===== src/rtl/cnn_pkg.sv =====
// Shared CNN pipeline types, default dimensions and signed helper functions.
package cnn_pkg;

  localparam int unsigned PIX_W  = 16;
  localparam int unsigned IMG_H  = 13;
  localparam int unsigned IMG_W  = 13;
  // Wide working width so the helpers serve any pixel width up to 64 bits.
  localparam int unsigned WIDE_W = 64;

  typedef logic signed [PIX_W-1:0]  pixel_t;
  typedef logic signed [WIDE_W-1:0] wide_t;

  // Signed maximum of two sign-extended pixels.
  function automatic wide_t smax(input wide_t a, input wide_t b);
    return (a > b) ? a : b;
  endfunction

  // Clamp negative values to zero.
  function automatic wide_t relu(input wide_t a);
    return a[WIDE_W-1] ? '0 : a;
  endfunction

endpackage


===== src/rtl/pool_raster_ctr.sv =====
// Raster row/col counters for the 3x3 stride-2 pool, plus window strobes
// decoded from the current (pre-advance) position.
module pool_raster_ctr
  import cnn_pkg::*;
#(
  parameter int unsigned IN_H  = IMG_H,
  parameter int unsigned IN_W  = IMG_W,
  parameter int unsigned ROW_W = $clog2(IN_H),
  parameter int unsigned COL_W = $clog2(IN_W)
) (
  input  logic             clk,
  input  logic             rst_n,
  input  logic             clear,
  input  logic             adv,
  output logic             col_first_c,
  output logic             hclose_c,
  output logic             row_first_c,
  output logic             vemit_c,
  output logic [COL_W-1:0] win_idx_c,
  output logic [ROW_W-1:0] band_idx_c
);

  logic [ROW_W-1:0] row_q, row_d;
  logic [COL_W-1:0] col_q, col_d;

  // Next position: advance on accepted beat, wrap at frame end, clear wins.
  always_comb begin
    row_d = row_q;
    col_d = col_q;
    if (adv) begin
      if (col_q == COL_W'(IN_W - 1)) begin
        col_d = '0;
        row_d = (row_q == ROW_W'(IN_H - 1)) ? '0 : row_q + ROW_W'(1);
      end else begin
        col_d = col_q + COL_W'(1);
      end
    end
    if (clear) begin
      row_d = '0;
      col_d = '0;
    end
  end

  // Position registers.
  always_ff @(posedge clk or negedge rst_n) begin
    if (!rst_n) begin
      row_q <= '0;
      col_q <= '0;
    end else begin
      row_q <= row_d;
      col_q <= col_d;
    end
  end

  // Even column/row >= 2 closes a horizontal window / completes a pool band.
  assign col_first_c = (col_q == '0);
  assign hclose_c    = !col_q[0] && (col_q != '0);
  assign row_first_c = (row_q == '0);
  assign vemit_c     = !row_q[0] && (row_q != '0);
  assign win_idx_c   = (col_q >> 1) - COL_W'(1);
  assign band_idx_c  = (row_q >> 1) - ROW_W'(1);

endmodule


===== src/rtl/relu_maxpool_13x13.sv =====
// Streaming ReLU + 3x3 stride-2 max-pool over a raster 13x13 frame.
// Keeps one horizontal partial max and one vertical partial max per output
// column; a single output register drives the downstream handshake.
// Optional feature: define RELU_MAXPOOL_RELU_EN to clamp negative inputs to 0.
module relu_maxpool_13x13
  import cnn_pkg::*;
#(
  parameter int unsigned IN_H   = IMG_H,
  parameter int unsigned IN_W   = IMG_W,
  parameter int unsigned DATA_W = PIX_W
) (
  input  logic              clk,
  input  logic              rst_n,
  input  logic              clear,
  input  logic              in_valid,
  output logic              in_ready,
  input  logic [DATA_W-1:0] in_data,
  output logic              out_valid,
  input  logic              out_ready,
  output logic [DATA_W-1:0] out_data,
  output logic              out_last
);

  localparam int unsigned OUT_H = (IN_H - 3) / 2 + 1;
  localparam int unsigned OUT_W = (IN_W - 3) / 2 + 1;
  localparam int unsigned ROW_W = $clog2(IN_H);
  localparam int unsigned COL_W = $clog2(IN_W);

  logic                     accept;
  logic                     col_first_c, hclose_c, row_first_c, vemit_c;
  logic [COL_W-1:0]         win_idx_c;
  logic [ROW_W-1:0]         band_idx_c;

  logic signed [DATA_W-1:0] in_s;
  wide_t                    x_w;
  logic signed [DATA_W-1:0] x, hw, vsel, vmax;

  logic signed [DATA_W-1:0] hacc_q, hacc_d;
  logic signed [DATA_W-1:0] vacc_q [OUT_W];
  logic signed [DATA_W-1:0] vacc_d [OUT_W];
  logic                     out_valid_q, out_valid_d;
  logic [DATA_W-1:0]        out_data_q, out_data_d;
  logic                     out_last_q, out_last_d;

  assign in_ready = !out_valid_q || out_ready;
  assign accept   = in_valid && in_ready;
  assign in_s     = in_data;

  pool_raster_ctr #(
    .IN_H (IN_H),
    .IN_W (IN_W),
    .ROW_W(ROW_W),
    .COL_W(COL_W)
  ) u_ctr (
    .clk        (clk),
    .rst_n      (rst_n),
    .clear      (clear),
    .adv        (accept),
    .col_first_c(col_first_c),
    .hclose_c   (hclose_c),
    .row_first_c(row_first_c),
    .vemit_c    (vemit_c),
    .win_idx_c  (win_idx_c),
    .band_idx_c (band_idx_c)
  );

  // Pixel pre-processing and window maxima for the current beat.
  always_comb begin
`ifdef RELU_MAXPOOL_RELU_EN
    x_w = relu(wide_t'(in_s));
`else
    x_w = wide_t'(in_s);
`endif
    x    = DATA_W'(x_w);
    hw   = DATA_W'(smax(wide_t'(hacc_q), x_w));
    vsel = '0;
    for (int k = 0; k < OUT_W; k++) begin
      if (win_idx_c == COL_W'(k)) vsel = vacc_q[k];
    end
    vmax = DATA_W'(smax(wide_t'(vsel), wide_t'(hw)));
  end

  // Accumulator and output-register next state; clear overrides everything.
  always_comb begin
    hacc_d      = hacc_q;
    vacc_d      = vacc_q;
    out_valid_d = out_valid_q;
    out_data_d  = out_data_q;
    out_last_d  = out_last_q;

    if (out_valid_q && out_ready) out_valid_d = 1'b0;

    if (accept) begin
      if (col_first_c || hclose_c) hacc_d = x;
      else                         hacc_d = hw;

      if (hclose_c) begin
        for (int k = 0; k < OUT_W; k++) begin
          if (win_idx_c == COL_W'(k)) begin
            if (row_first_c || vemit_c) vacc_d[k] = hw;
            else                        vacc_d[k] = vmax;
          end
        end
        if (vemit_c) begin
          out_valid_d = 1'b1;
          out_data_d  = vmax;
          out_last_d  = (band_idx_c == ROW_W'(OUT_H - 1)) &&
                        (win_idx_c == COL_W'(OUT_W - 1));
        end
      end
    end

    if (clear) begin
      hacc_d      = '0;
      out_valid_d = 1'b0;
      out_data_d  = '0;
      out_last_d  = 1'b0;
      for (int k = 0; k < OUT_W; k++) vacc_d[k] = '0;
    end
  end

  // State and output registers.
  always_ff @(posedge clk or negedge rst_n) begin
    if (!rst_n) begin
      hacc_q      <= '0;
      out_valid_q <= 1'b0;
      out_data_q  <= '0;
      out_last_q  <= 1'b0;
      for (int k = 0; k < OUT_W; k++) vacc_q[k] <= '0;
    end else begin
      hacc_q      <= hacc_d;
      vacc_q      <= vacc_d;
      out_valid_q <= out_valid_d;
      out_data_q  <= out_data_d;
      out_last_q  <= out_last_d;
    end
  end

  assign out_valid = out_valid_q;
  assign out_data  = out_data_q;
  assign out_last  = out_last_q;

endmodule


===== config.mk =====
export PLATFORM = sky130hd
export DESIGN_NAME = relu_maxpool_13x13
export DESIGN_NICKNAME = d
export VERILOG_FILES = /design/src/rtl/cnn_pkg.sv /design/src/rtl/pool_raster_ctr.sv /design/src/rtl/relu_maxpool_13x13.sv
export SDC_FILE = /design/constraint.sdc
export NUM_CORES = 1
export LEC_CHECK = 0
export CORE_MARGIN = 2
export CORE_UTILIZATION = 45
export DETAILED_ROUTE_END_ITERATION = 8
export PLACE_DENSITY = 0.67
export SLEW_MARGIN = 10
export SYNTH_ARGS = -nofsm -noshare
export SYNTH_HDL_FRONTEND = slang
export SYNTH_SLANG_ARGS = --single-unit

===== constraint.sdc =====
create_clock -name clk -period 6.72 [get_ports clk]
set_input_delay 1.344 -clock clk [delete_from_list [all_inputs] [get_ports clk]]
set_output_delay 1.344 -clock clk [all_outputs]
set_load 0.1 [all_outputs]

==> metrics.yaml <==
reg2reg_slack_ns: 1.52
via_count: 7323
portBuffers: 39
violations: "design-rule violations"
critical_path.endpoint_type: "flip-flop"
ant_nets: 0
setup_tns_ns: 0
pwr-share-clk_pct: 44.8
fillCellCount: 1604
slowest_delay_ns: 0.71
wl_per_cell_um: 20.26
track_usage_pct: 25.08
whs_path_depth: 2
drt-initial-drc-count: 771
ir_drop_uv: 193.4
grt_pass1_wl_mm: 38.77
start_util_pct: 46.07
yosys_warnings: 0
slew_headroom_pct: 18.00
final_common_cell: "dfrtp_1"
cts_setup_buffers: 0
p_sw_share_pct: 29.07
seq_area_frac_synth_pct: 41.44
cap_violations: 0
combPwrFrac_pct: 15.1
io_pins: 40
worst_pin_slew_ns: 1.226
slew_violations: 0
drive_gt1_share_pct: 12.85
die-area_um2: 19620
power_density_nw_per_um2: 221.2
finalPower_mw: 2.116
r2r-start: "hacc_q[15]"
rows: 49
antenna_cells: 0
cts_made_buffers: 17
intPower_mw: 1.501
multiInputGateArea_um2: 4518
fin_nets: 1009
area.growth.synth_to_final_pct: 14.79
gr-total-overflow: 0
cp_top_family: "simple AND/OR/NAND/NOR gates"
async_flop_share_pct: 100.0
drc: 2
syn_area_um2: 8333
clk_latency_ns: 0.43
cp-start-kind: "input pin"
cts_hold_buf: 0
worstRegToRegCells: 18
vias_per_cell: 6.133
timing.final.ws_setup_ns: 0.4484
fin_worst_skew_ns: 0.01032
timing.rr.end: "vacc_q[1]"
crit_slowest_cell: "or4_1"
status: "finished with violations"
total_leakage_power_nw: 4.381
die_w_um: 140.1
post-route-util_pct: 52.89
clock_sinks: 138
die_h_um: 140.1
critPathArrivalTime_ns: 6.56
postPlaceCellArea_um2: 8979
path_max_fanout: 10
min_period_ns: 6.272
postSynthAreaPerCell_um2: 8.980
yosys_register_bits: 138
setup_viol: 0
dp_slack_ns: 0.03867
min_path_type: "flip-flop to flip-flop"
place.detailed.hpwl_mm: 15.84
seqCellArea_um2: 3455
worst_hold_slack_ns: 0.5116
cts_resized: 0
place_congestion: 0.9941
fin_crit_sh_pct: 93.33
stdcell_count: 1194
hold_viol_final: 0
ys_types: 58
path_cells: "clkdlybuf4s50_1 -> inv_1 -> ha_1 -> nand4_1 -> nor4_2 -> o21ai_1 -> and3_4 -> o21ai_4 -> buf_4 -> mux2_4 -> inv_1 -> ha_1 -> a21oi_1 -> nand2_1 -> a221o_1 -> or4_1 -> a21oi_2 -> buf_4 -> nor2_2 -> o41ai_1"
grt_pass1_vias: 6900
synth_edf_count: 0
placedCellCount: 1162
final_cell_mix: "dfrtp_1 (137), nor2_1 (115), nand2_1 (106)"
ys.flop_type: "dfrtp_1"
grt_max_degree: 98
clk_pin_slew_worst_paths_ns: 0.06
crit_type: "input pin to flip-flop"
antenna_found_initial: 0
clock.fmax_mhz: 159.5
syn_nets: 985
cts_root_buf: "clkbuf_16"
critPathRequiredTime_ns: 7.00
p_sw_mw: 0.6153
wl_mm: 24.19
grt_setup_unrepaired: "false"
coreArea_um2: 18090
cts_tree: "yes"
cts_buffer_depth: 2
synth_cells: 928
cp_num_buf_inv: 5
first_pass_iters: 9
min-delay-start: "vacc_q[49]"
worstHoldEndpoint: "vacc_q[49]"
h-tree-depth: 4
final_cell_area_um2: 9565
seq_power_share_pct: 40.1
-- power groups by stage --
stage / Sequential, mW / Combinational, mW / Clock [mW]
2_1_floorplan: 0.859 / 0.204 / 0
3_3_place_gp: 0.863 / 0.313 / 0
3_5_place_dp: 0.863 / 0.315 / 0
4_1_cts: 0.848 / 0.317 / 0.956
5_1_grt: 0.848 / 0.350 / 0.997
6_report: 0.848 / 0.320 / 0.948
-- tightest hold or removal path, delay by kind of cell (launching register included) --
family	cells	cell delay, ns
compound gates	1	0.06
simple gates	1	0.08
flops	1	0.34
-- cells by family (layout without fill, tap and decap cells) --
family	Yosys count	count (layout)	share of synthesized area (%)
adder cells (fa/ha/maj)	36	36	5.405
AND/OR/NAND/NOR	336	336	18.33
AO/OA/AOI/OAI	276	276	23.96
XOR/XNOR	1	1	0.1051
buffers and inverters	93	130	4.490
multiplexers	48	48	6.261
flip-flops	138	138	41.44
-- cells in the mapped netlist, types with 5 or more instances --
master	instances	area, um^2
buf_2	8	40.04
mux2i_1	20	200.2
clkbuf_1	48	180.2
o41ai_1	6	52.55
o21a_1	31	232.7
a32o_1	5	50.05
and3_1	27	168.9
a221oi_1	14	122.6
ha_1	36	450.4
a211oi_1	9	67.56
o211a_1	8	80.08
nand2_1	106	397.9
o21ai_2	5	43.79
nand2b_1	10	62.56
nor3_1	20	100.1
a32oi_1	12	105.1
mux2_2	26	292.8
o211ai_1	11	82.58
o21ai_0	25	125.1
nor2_1	115	431.7
a21oi_1	104	520.5
dfrtp_1	138	3453
nand3_1	21	105.1
nor2b_1	7	43.79
nand4_1	9	56.30
a221o_1	20	200.2
inv_1	30	112.6
-- registers in the layout, indices dropped and copies added (netlist names) --
signal,flops
vacc_q,96
hacc_q,16
u_ctr.row_q,4
out_data,16
out_last,1
u_ctr.col_q,4
out_valid,1
-- area by class of cell --
cell class | count | area share, %
Multi-Input combinational cell | 697 | 47.23
Sequential cell | 138 | 36.12
Timing Repair Buffer | 68 | 6.344
Clock buffer | 18 | 4.591
Tap cell | 229 | 2.995
Clock inverter | 14 | 1.543
Inverter | 30 | 1.177
-- routing by layer --
layer | up-vias | wire length (um) | track usage [%]
met5 | - | 0 | 0
met4 | 0 | 419 | 7.124
met3 | 30 | 1784 | 5.538
met2 | 311 | 10800 | 37.10
met1 | 3566 | 11190 | 37.14
li1 | 3416 | - | -
-- worst max path at each step --
stage               slack, ns  cells after the start   startpoint    endpoint
floorplan                0.93                     20  in_data[15]  vacc_q[93]
global placement         0.22                     19  in_data[14]  vacc_q[93]
detailed placement       0.04                     20  in_data[14]   vacc_q[1]
CTS                      0.48                     20  in_data[14]   vacc_q[1]
global route             0.14                     20  in_data[15]   vacc_q[1]
finish                   0.45                     20  in_data[13]   vacc_q[1]
Note: power is estimated with default switching activity, not from simulation.
